==> config.mk <==
export PLATFORM = sky130hd
export DESIGN_NAME = instr_fetch_unit
export DESIGN_NICKNAME = d
export VERILOG_FILES = /design/src/rtl/instr_fetch_unit.sv
export SDC_FILE = /design/constraint.sdc
export NUM_CORES = 1
export LEC_CHECK = 0
export CAP_MARGIN = 20
export CELL_PAD_IN_SITES_DETAIL_PLACEMENT = 1
export CELL_PAD_IN_SITES_GLOBAL_PLACEMENT = 1
export CORE_MARGIN = 2
export CORE_UTILIZATION = 27
export DETAILED_ROUTE_END_ITERATION = 7
export PLACE_DENSITY_LB_ADDON = 0.1
export SLEW_MARGIN = 15
export SYNTH_ARGS = -nofsm -noshare
export SYNTH_HDL_FRONTEND = slang
export SYNTH_SLANG_ARGS = --single-unit
==> constraint.sdc <==
create_clock -name clk -period 3.45 [get_ports clk]
set_input_delay 0.69 -clock clk [delete_from_list [all_inputs] [get_ports clk]]
set_output_delay 0.69 -clock clk [all_outputs]
set_load 0.01 [all_outputs]
==> src/rtl/instr_fetch_unit.sv <==
// PC and fetch stage: drives the ROM address, presents {instr, pc, pc+4, valid} to decode.
// Optional FETCH_COUNT_EN enables the fetched-instruction counter on fetch_count.
module instr_fetch_unit #(
    parameter logic [31:0] RESET_VECTOR = 32'h0000_0000,
    parameter int unsigned IMEM_BYTES   = 128,
    parameter logic [31:0] NOP_INSTR    = 32'h0000_0013
) (
    input  logic        clk,
    input  logic        reset,
    input  logic        stall,
    input  logic        redirect_valid,
    input  logic [31:0] redirect_target,
    output logic [31:0] imem_addr,
    input  logic [31:0] imem_rd,
    output logic [31:0] instr,
    output logic [31:0] instr_pc,
    output logic [31:0] instr_pc_plus4,
    output logic        instr_valid,
    output logic        fault,
    output logic [1:0]  fault_cause,
    output logic [31:0] fault_pc,
    output logic [31:0] fetch_count
);

    typedef enum logic [1:0] {
        BOOT  = 2'b00,
        RUN   = 2'b01,
        FAULT = 2'b10
    } state_t;

    localparam logic [31:0] LAST_PC = 32'(IMEM_BYTES - 4);

    state_t      state;
    logic [31:0] pc;
    logic        valid_q;
    logic [31:0] cand;
    logic        misaligned;
    logic        out_of_range;
    logic        advance;

    always_comb begin
        cand         = redirect_valid ? redirect_target : pc + 32'd4;
        misaligned   = |cand[1:0];
        out_of_range = cand > LAST_PC;
        advance      = (state == RUN) && !stall;
    end

    always_ff @(posedge clk) begin
        if (reset) begin
            state       <= BOOT;
            pc          <= RESET_VECTOR;
            valid_q     <= 1'b0;
            fault       <= 1'b0;
            fault_cause <= 2'b00;
            fault_pc    <= 32'h0;
        end else begin
            case (state)
                BOOT: begin
                    state   <= RUN;
                    valid_q <= 1'b1;
                end
                RUN: begin
                    if (!stall) begin
                        // Misalignment wins over range when both apply
                        if (misaligned || out_of_range) begin
                            state       <= FAULT;
                            valid_q     <= 1'b0;
                            fault       <= 1'b1;
                            fault_cause <= misaligned ? 2'b01 : 2'b10;
                            fault_pc    <= cand;
                        end else begin
                            pc <= cand;
                        end
                    end
                end
                FAULT: begin
                    state   <= FAULT;
                    valid_q <= 1'b0;
                end
                default: begin
                    state   <= BOOT;
                    valid_q <= 1'b0;
                end
            endcase
        end
    end

    assign imem_addr      = pc;
    assign instr_pc       = pc;
    assign instr_pc_plus4 = pc + 32'd4;
    assign instr_valid    = valid_q;
    assign instr          = valid_q ? imem_rd : NOP_INSTR;

`ifdef FETCH_COUNT_EN
    logic [31:0] count_q;

    always_ff @(posedge clk) begin
        if (reset) begin
            count_q <= 32'h0;
        end else if (advance && !misaligned && !out_of_range) begin
            count_q <= count_q + 32'd1;
        end
    end

    assign fetch_count = count_q;
`else
    assign fetch_count = 32'h0;
`endif

endmodule

Word-level counts from Yosys, hierarchy flattened
Cells that the tools add are included.
Widths: inputs -> output; s select.
Cells by class
  reduce and logical (&&, ||, !) cells: 6
  $add $sub $neg: 1
  $lt $le $gt $ge: 1
  bitwise gates (word level): 2
  mux-type cells: 9
  equality and inequality tests: 4
Operators by type and width (number)
  $mux 32: 2
  $add 32x3->32 const B: 1
  $gt 32x7->1 const B: 1
  $mux 2: 3
  $pmux 2 s3: 1
  $reduce_and 3->1: 2
  $eq 2x1->1 const B: 1
  $eq 2x2->1 const B: 1
  $logic_not 2->1: 1
  $mux 1: 2
  $ne 2x1->1 const B: 1
  $ne 2x2->1 const B: 1
  $not 1->1: 2
  $pmux 1 s2: 1
  $reduce_and 2->1: 1
  $reduce_or 2->1: 1
  $logic_or 1x1->1: 1
Storage, ports and cells
  flip-flop bits (word level): 70
  output and inout port bits: 196
  input port bits: 68
  word-level logic and storage cells: 29

Depth between registers and ports, before layout
Gate-level depths: netlist of run 1.
  depth in word-level cells: 7
  depth in mapped cells: 13
  gate-level depth less buffers: 9

Least setup slack after synthesis of run 1
No wires, ideal clock.
  kind: register -> register
  start point: reg pc[3] (netlist: imem_addr[3])
  end point: reg pc[5] (netlist: imem_addr[5])
  path slack: 0.240 ns
  buffers on the path: 1
  setup time: 0.070 ns
  required time: 3.380 ns
  stages on the path, launching flop included: 11
  clock period less this slack: 3.210 ns
  arrival time: 3.140 ns
  cell sequence: dfxtp_1 > ha_1 > nand4_4 > nor4_1 > nand3_1 > xnor2_1 > o41ai_1 > nand4_1 > buf_4 > or4_1 > a21oi_1
Between the ends
  word-level cells in the longest chain between the ends: 6
Ends and longest elaborated chain
  from (decl): RTL line 34  | logic [31:0] pc;
  from (signal assigned): RTL line 72  | pc <= cand;
  $add 32x3->32
  net instr_pc_plus4[20]: RTL line 17  | output logic [31:0] instr_pc_plus4,
  $mux 32: RTL line 42  | cand = redirect_valid ? redirect_target : pc + 32'd4;
  $gt 32x7->1: RTL line 44  | out_of_range = cand > LAST_PC;
  $logic_or 1x1->1: RTL line 65  | if (misaligned || out_of_range) begin
  $not 1->1 (no line)
  $reduce_and 3->1 (no line)
The timed path passes the listed nets, and every way through them passes these cells.
A chain may end at the register's enable or synchronous reset.

Worst setup path after layout of run 1
  start point: reg pc[2] (netlist: imem_addr[2])
  end point: out instr_pc_plus4[29]
Between the ends
  word-level cells in the longest chain between the ends: 1
Ends and longest elaborated chain
  $add 32x3->32: RTL line 90  | assign instr_pc_plus4 = pc + 32'd4;
  to (decl): RTL line 17
Every way passes these cells.

==> results of run 1 <==
-- through the flow --
stage / utilization (%) / setup WS [ps]
after floorplan: - / 240
after global placement: 40.8 / 157
after CTS: 42.4 / 4.02
after detailed placement: 40.8 / 115
final: 42.8 / 48.0
after global routing: 42.8 / 2.77
-- registers in the layout, indices dropped and copies added (netlist names) --
register     count
imem_addr       32
fault_pc        32
fault_cause      2
state            2
fault            1
-- logic make-up after synthesis --
group / after synthesis / synth area share, %
other: 1 / 0.0794
adder cells (fa/ha/maj): 3 / 0.795
AO/OA/AOI/OAI: 83 / 14.5
buffers and inverters: 124 / 16.7
XOR/XNOR: 21 / 3.89
AND/OR/NAND/NOR: 240 / 28.9
flip-flops: 69 / 29.3
multiplexers: 27 / 5.80
-- cell usage after synthesis (all sizes together), types with 4 or more instances --
| cell type | number | area (µm²) |
|---|---|---|
| o21ai | 5 | 28.8 |
| xor2 | 5 | 43.8 |
| nand2b | 22 | 138 |
| nand4 | 15 | 124 |
| mux2i | 24 | 240 |
| and4 | 5 | 46.3 |
| nor3 | 9 | 45.0 |
| and2 | 56 | 350 |
| clkbuf | 19 | 75.1 |
| a31oi | 9 | 71.3 |
| nor2b | 4 | 25.0 |
| nand3 | 19 | 100 |
| o211ai | 12 | 90.1 |
| and3 | 6 | 37.5 |
| o221a | 4 | 45.0 |
| o31ai | 10 | 80.1 |
| o31a | 5 | 43.8 |
| buf | 89 | 654 |
| a31o | 4 | 35.0 |
| nand2 | 54 | 203 |
| o32ai | 5 | 43.8 |
| a21oi | 9 | 56.3 |
| xnor2 | 16 | 140 |
| inv | 16 | 60.1 |
| or2 | 8 | 50.1 |
| dfxtp | 69 | 1380 |
| or4 | 6 | 48.8 |
| nor4 | 11 | 75.1 |
| nor2 | 19 | 71.3 |
-- worst min-delay path: cells and delay by family, from the launching register on --
kind	cells	cell delay [ps]
flip-flops	1	310
multiplexers	1	60
AND/OR/NAND/NOR	1	50
-- report_power, final --
group | internal, mW | switching [mW] | leakage (nW)
Clock | 0.481 | 0.348 | 0.129
Sequential | 0.860 | 0.0749 | 0.560
Combinational | 0.481 | 0.397 | 2.09
-- worst paths after layout --
kind,start,endpoint,slack (ps),cells past startpoint
setup / recovery,imem_addr[2],instr_pc_plus4[29],50,6
hold / removal,fault_pc[16],fault_pc[16],460,2
setup reg to reg,imem_addr[2],fault_pc[26],150,10
hold reg to reg,fault_pc[16],fault_pc[16],460,2
-- timing repair --
| action | in CTS | in global routing |
|---|---|---|
| setup buffers | 0 | 1 |
| gates resized for setup | 4 | 17 |
| endpoints found under the setup margin | 6 | 53 |
| pin swaps | 2 | 1 |
| gates cloned | 0 | 0 |
-- per-layer routing --
metal	vias up	GRT usage [%]	share of wire, %	wire [µm]
met5	-	0	0	0
met4	0	4.80	1.2	214
met3	15	4.21	7.5	1390
met2	187	32.9	48	8830
met1	2306	24.3	43	8000
li1	2295	-	-	-
-- layout make-up --
class,instances,area (µm²)
clock buffers,11,233
flip-flops and latches,69,1390
well taps,225,282
clock inverters,5,27.5
repair buffers,271,2620
fillers,2006,9820
multi-input cells,406,2750
inverters,16,60.1
==> results.tsv, run 1 <==
stage	metric	value	unit
global_route	first-pass GRT wire length	27.4	mm
critical_path	Arr. time, crit path	2710	ps
critical_path	CP Cell Sequence	buf_4, nand4_1, or3_4, or4_4, nand2_1, clkdlybuf4s50_1	
critical_path	Crit-path slowest cell	clkdlybuf4s50_1	
final_layout	Ant. Diodes	0	
power	Max IR drop VDD	227	µV
floorplanning	die area	18600	µm²
outcome	run status	complete, no violations	
floorplanning	Die Wd	136	µm
routing	wire per inst	18.4	µm
routing	DR DRC count	0	
power	Leak	2.77	nW
critical_path	CP delay by family, top	simple AND/OR/NAND/NOR gates	
global_route	Remaining Overflow, GRT	0	
power	PD cells	359	nW/µm²
routing	Iter 0 DRT Violations	152	
critical_path	crit start category	register	
place	Port-buffer cells	231	
critical_path	Critical Path End Type	output port	
final_layout	leading cell types in the layout, fill and taps excluded	229 x clkdlybuf4s50_1, 65 x dfxtp_1, 55 x and2_1	
clock_tree	CTS max path bufs	2	
synth	Yosys reg bits	69	
timing	Tmin final	3400	ps
synth	number of synthesized flops with an enable pin	0	
critical_path	crit path buf inv count	2	
global_route	vias in the first global route	4905	
timing	final hold violation count	0	
clock_tree	Reg clk slew, reported paths	60	ps
timing	setup violators final	0	
routing	Final ANT Viol Nets	0	
critical_path	Slowest Stage Delay on Critical Path	550	ps
floorplanning	chip height	136	µm
floorplanning	initial core utilization	27.5	%
routing	Pre-antenna DRT Iters	4	
timing	Sum Neg Setup Slack	0	ps
synth	Main synth FF type	dfxtp_1	
timing	fmax	294	MHz
timing	worst hold margin	462	ps
clock_tree	TritonCTS clock tree	done	
routing	Routed Wire Length	18.4	mm
timing	crit share post-route	98.6	%
clock_tree	Hold Buf Count CTS	0	
place	DP HPWL	14.6	mm
min_path	Min-Delay Path Class	register to register	
final_layout	fin nets	844	
global_route	initial antenna violation count	0	
power	Total Power	2.64	mW
routing	Avg Vias per Cell	4.79	
final_layout	share of post-route cells with drive strength above 1	12.1	%
critical_path	Crit Path Class	register to output port	
floorplanning	FP Rows	48	
synth	asr flop ratio synth	0	%
clock_tree	Clock Latency Late Sink	340	ps
synth	Netlist cell types	64	
timing	RSZ-0062 raised after global routing	no	
final_layout	commonest non-fill, non-tap cell in the layout	clkdlybuf4s50_1	
routing	DR vias	4803	
global_route	largest net degree at the start of global routing	37	
place	Placement Cell Area	7000	µm²
clock_tree	Max H-tree Level	3	
critical_path	Critical Path Fanout Max	11	
timing	slew of the pin with the lowest slew margin	850	ps
flow_run	max-cap violations	0	
clock_tree	CTS Sinks	69	
floorplanning	io pins	264	
place	placed cells	986	
critical_path	Crit path required time	2760	ps
synth	Syn. warnings	0	
final_layout	Area growth, synth to finish	55.8	%
clock_tree	CTS root buf	clkbuf_16	
synth	sequential element share of the synthesized area	29.3	%
synth	synthesized instance count	568	
timing	Relative slew margins	43.2	%
clock_tree	TritonCTS buffer count	9	
timing	clk_skew	5.94	ps
timing	Final Max Slew Viols	0	
synth	synthesized area per cell	8.31	µm²
floorplanning	core area	17200	µm²
final_layout	fin area	7360	µm²
global_route	Total Routing Usage GR	19.2	%
place	Placer Congestion	0.843	
final_layout	Layout Cells excl Fill	1003	
synth	mapped cell area	4720	µm²
(Power assumes the default switching activity.)
==> run 2: changes to the inputs <==
- PLACE_DENSITY_LB_ADDON: 0.1 -> 0.2
- SLEW_MARGIN: 15 -> 10
==> run 2 against run 1 <==
Net effect:
- via count increased by 1.3%
- critical path depth unchanged
- setup slack improved by 17 ps
- highest routed layer unchanged
- register-to-register slack improved by 30 ps
- critical endpoint is now instr_pc_plus4[26]
- sequential share of layout area decreased by 0.14 points
- global-route usage decreased by 0.10 points
- routed wire length increased by 1.4%
- first-iteration DRC count increased by 55%
==> results.tsv, run 2 (synthesis results as in run 1) <==
stage	metric	value	unit
outcome	run status	complete, no violations	
critical_path	CP Cell Sequence	ha_2, nand4_4, or3_4, o31a_1, or2_2, clkdlybuf4s50_1	
place	Placer Congestion	0.874	
critical_path	Arr. time, crit path	2700	ps
place	Placement Cell Area	6980	µm²
clock_tree	Clock Latency Late Sink	330	ps
routing	wire per inst	18.6	µm
critical_path	Crit Path Class	register to output port	
critical_path	Stages on worst setup path	6	
power	Max IR drop VDD	200	µV
final_layout	commonest non-fill, non-tap cell in the layout	clkdlybuf4s50_1	
critical_path	Critical Path Fanout Max	9	
routing	DR vias	4867	
routing	Routed Wire Length	18.7	mm
timing	slew of the pin with the lowest slew margin	844	ps
final_layout	fin nets	843	
final_layout	Ant. Diodes	0	
floorplanning	Die Wd	136	µm
power	Clock power frac	33.8	%
timing	Final Max Slew Viols	0	
global_route	Remaining Overflow, GRT	0	
critical_path	Crit-path slowest cell	clkdlybuf4s50_1	
place	DP HPWL	14.6	mm
timing	RSZ-0062 raised after global routing	yes	
power	Flop pwr share	34.2	%
routing	Pre-antenna DRT Iters	4	
final_layout	Area growth, synth to finish	56.8	%
critical_path	Slowest Stage Delay on Critical Path	480	ps
clock_tree	Reg clk slew, reported paths	60	ps
final_layout	share of post-route cells with drive strength above 1	12.4	%
routing	Avg Vias per Cell	4.86	
timing	Sum Neg Setup Slack	0	ps
place	pre-CTS setup slack	41.7	ps
global_route	Total Routing Usage GR	19.1	%
place	placed cells	984	
timing	worst hold margin	465	ps
floorplanning	initial core utilization	27.5	%
critical_path	Critical Path End Type	output port	
global_route	first-pass GRT wire length	27.3	mm
critical_path	Register-to-Register Path Depth	11	
routing	Iter 0 DRT Violations	236	
clock_tree	CTS root buf	clkbuf_16	
floorplanning	core area	17200	µm²
global_route	vias in the first global route	4916	
timing	clk_skew	5.13	ps
power	Logic pwr share	32.0	%
timing	Tmin final	3390	ps
final_layout	leading cell types in the layout, fill and taps excluded	230 x clkdlybuf4s50_1, 66 x dfxtp_1, 56 x and2_1	
final_layout	Layout Cells excl Fill	1002	
critical_path	CP delay by family, top	simple AND/OR/NAND/NOR gates	
power	Total Power	2.73	mW
min_path	Min-Delay Path Class	register to register	
timing	final hold violation count	0	
min_path	Worst Hold Depth	2	
timing	Relative slew margins	43.7	%
power	Net Sw Frac	30.0	%
clock_tree	TritonCTS buffer count	9	
timing	crit share post-route	98.1	%
clock_tree	Max H-tree Level	3	
clock_tree	CTS Sinks	69	
routing	DR DRC count	0	
power	PD cells	369	nW/µm²
routing	Final ANT Viol Nets	0	
final_layout	utilization after layout	43.1	%
timing	setup violators final	0	
flow_run	max-cap violations	0	
critical_path	Crit path required time	2760	ps
place	Port-buffer cells	231	
floorplanning	chip height	136	µm
floorplanning	FP Rows	48	
final_layout	fin area	7410	µm²
power	Leak	2.78	nW
power	internal power	1.91	mW
timing	fmax	295	MHz
power	P_sw	0.818	mW
floorplanning	die area	18600	µm²
floorplanning	io pins	264	
critical_path	crit start category	register	
global_route	initial antenna violation count	0	
clock_tree	TritonCTS clock tree	done	
critical_path	crit path buf inv count	1	
global_route	largest net degree at the start of global routing	46	
clock_tree	CTS max path bufs	2	
timing	fin worst setup slack	64.6	ps
## run 2: changes by cell type in the layout (fill, tap and decap cells not counted), sizes merged
cell / delta
a31oi: +1
clkinvlp: -1
bufinv: +1
clkdlybuf4s50: +1
dlymetal6s2s: -1
buf: -2
## run 2: tightest hold or removal path: cells and delay by family, from the launching register on
family / cells / cell delay [ps]
muxes: 1 / 50
and+or+nand+nor: 1 / 50
DFF: 1 / 310
## run 2: path summary, 6_finish.rpt
kind | slack, ps | startpoint | endpoint
setup / recovery | 60 | imem_addr[2] | instr_pc_plus4[26]
hold / removal | 460 | fault_pc[12] | fault_pc[12]
setup reg to reg | 180 | imem_addr[2] | fault_pc[2]
hold reg to reg | 460 | fault_pc[12] | fault_pc[12]
## run 2: repair_timing
action                     4_1_cts  5_1_grt
cloned                           0        1
resized for setup                6       17
setup buffers                    1        0
hold buffers                     0        0
pin swaps                        0        2
setup endpoints to repair        9       68
## run 2: layer usage
layer / vias up / track usage, % / wire length, µm
met5: - / 0 / 0
met4: 0 / 5.50 / 286
met3: 19 / 4.40 / 1480
met2: 203 / 32.9 / 8880
met1: 2341 / 23.6 / 8040
li1: 2304 / - / -
## run 2: cell type report
cell class	instances	area, µm²
Timing Repair Buffer	269	2600
Clock buffer	11	243
Tap cell	225	282
Multi-Input combinational cell	407	2790
Fill cell	2004	9770
Inverter	16	60.1
Clock inverter	5	50.0
Sequential cell	69	1390
## run 2: power by group through the flow
stage | logic (mW) | registers (mW) | clock network (mW)
after floorplan | 0.435 | 0.940 | 0
after global placement | 0.856 | 0.948 | 0
after detailed placement | 0.871 | 0.958 | 0
after CTS | 0.874 | 0.940 | 0.938
after global routing | 0.946 | 0.951 | 0.972
final | 0.873 | 0.935 | 0.923
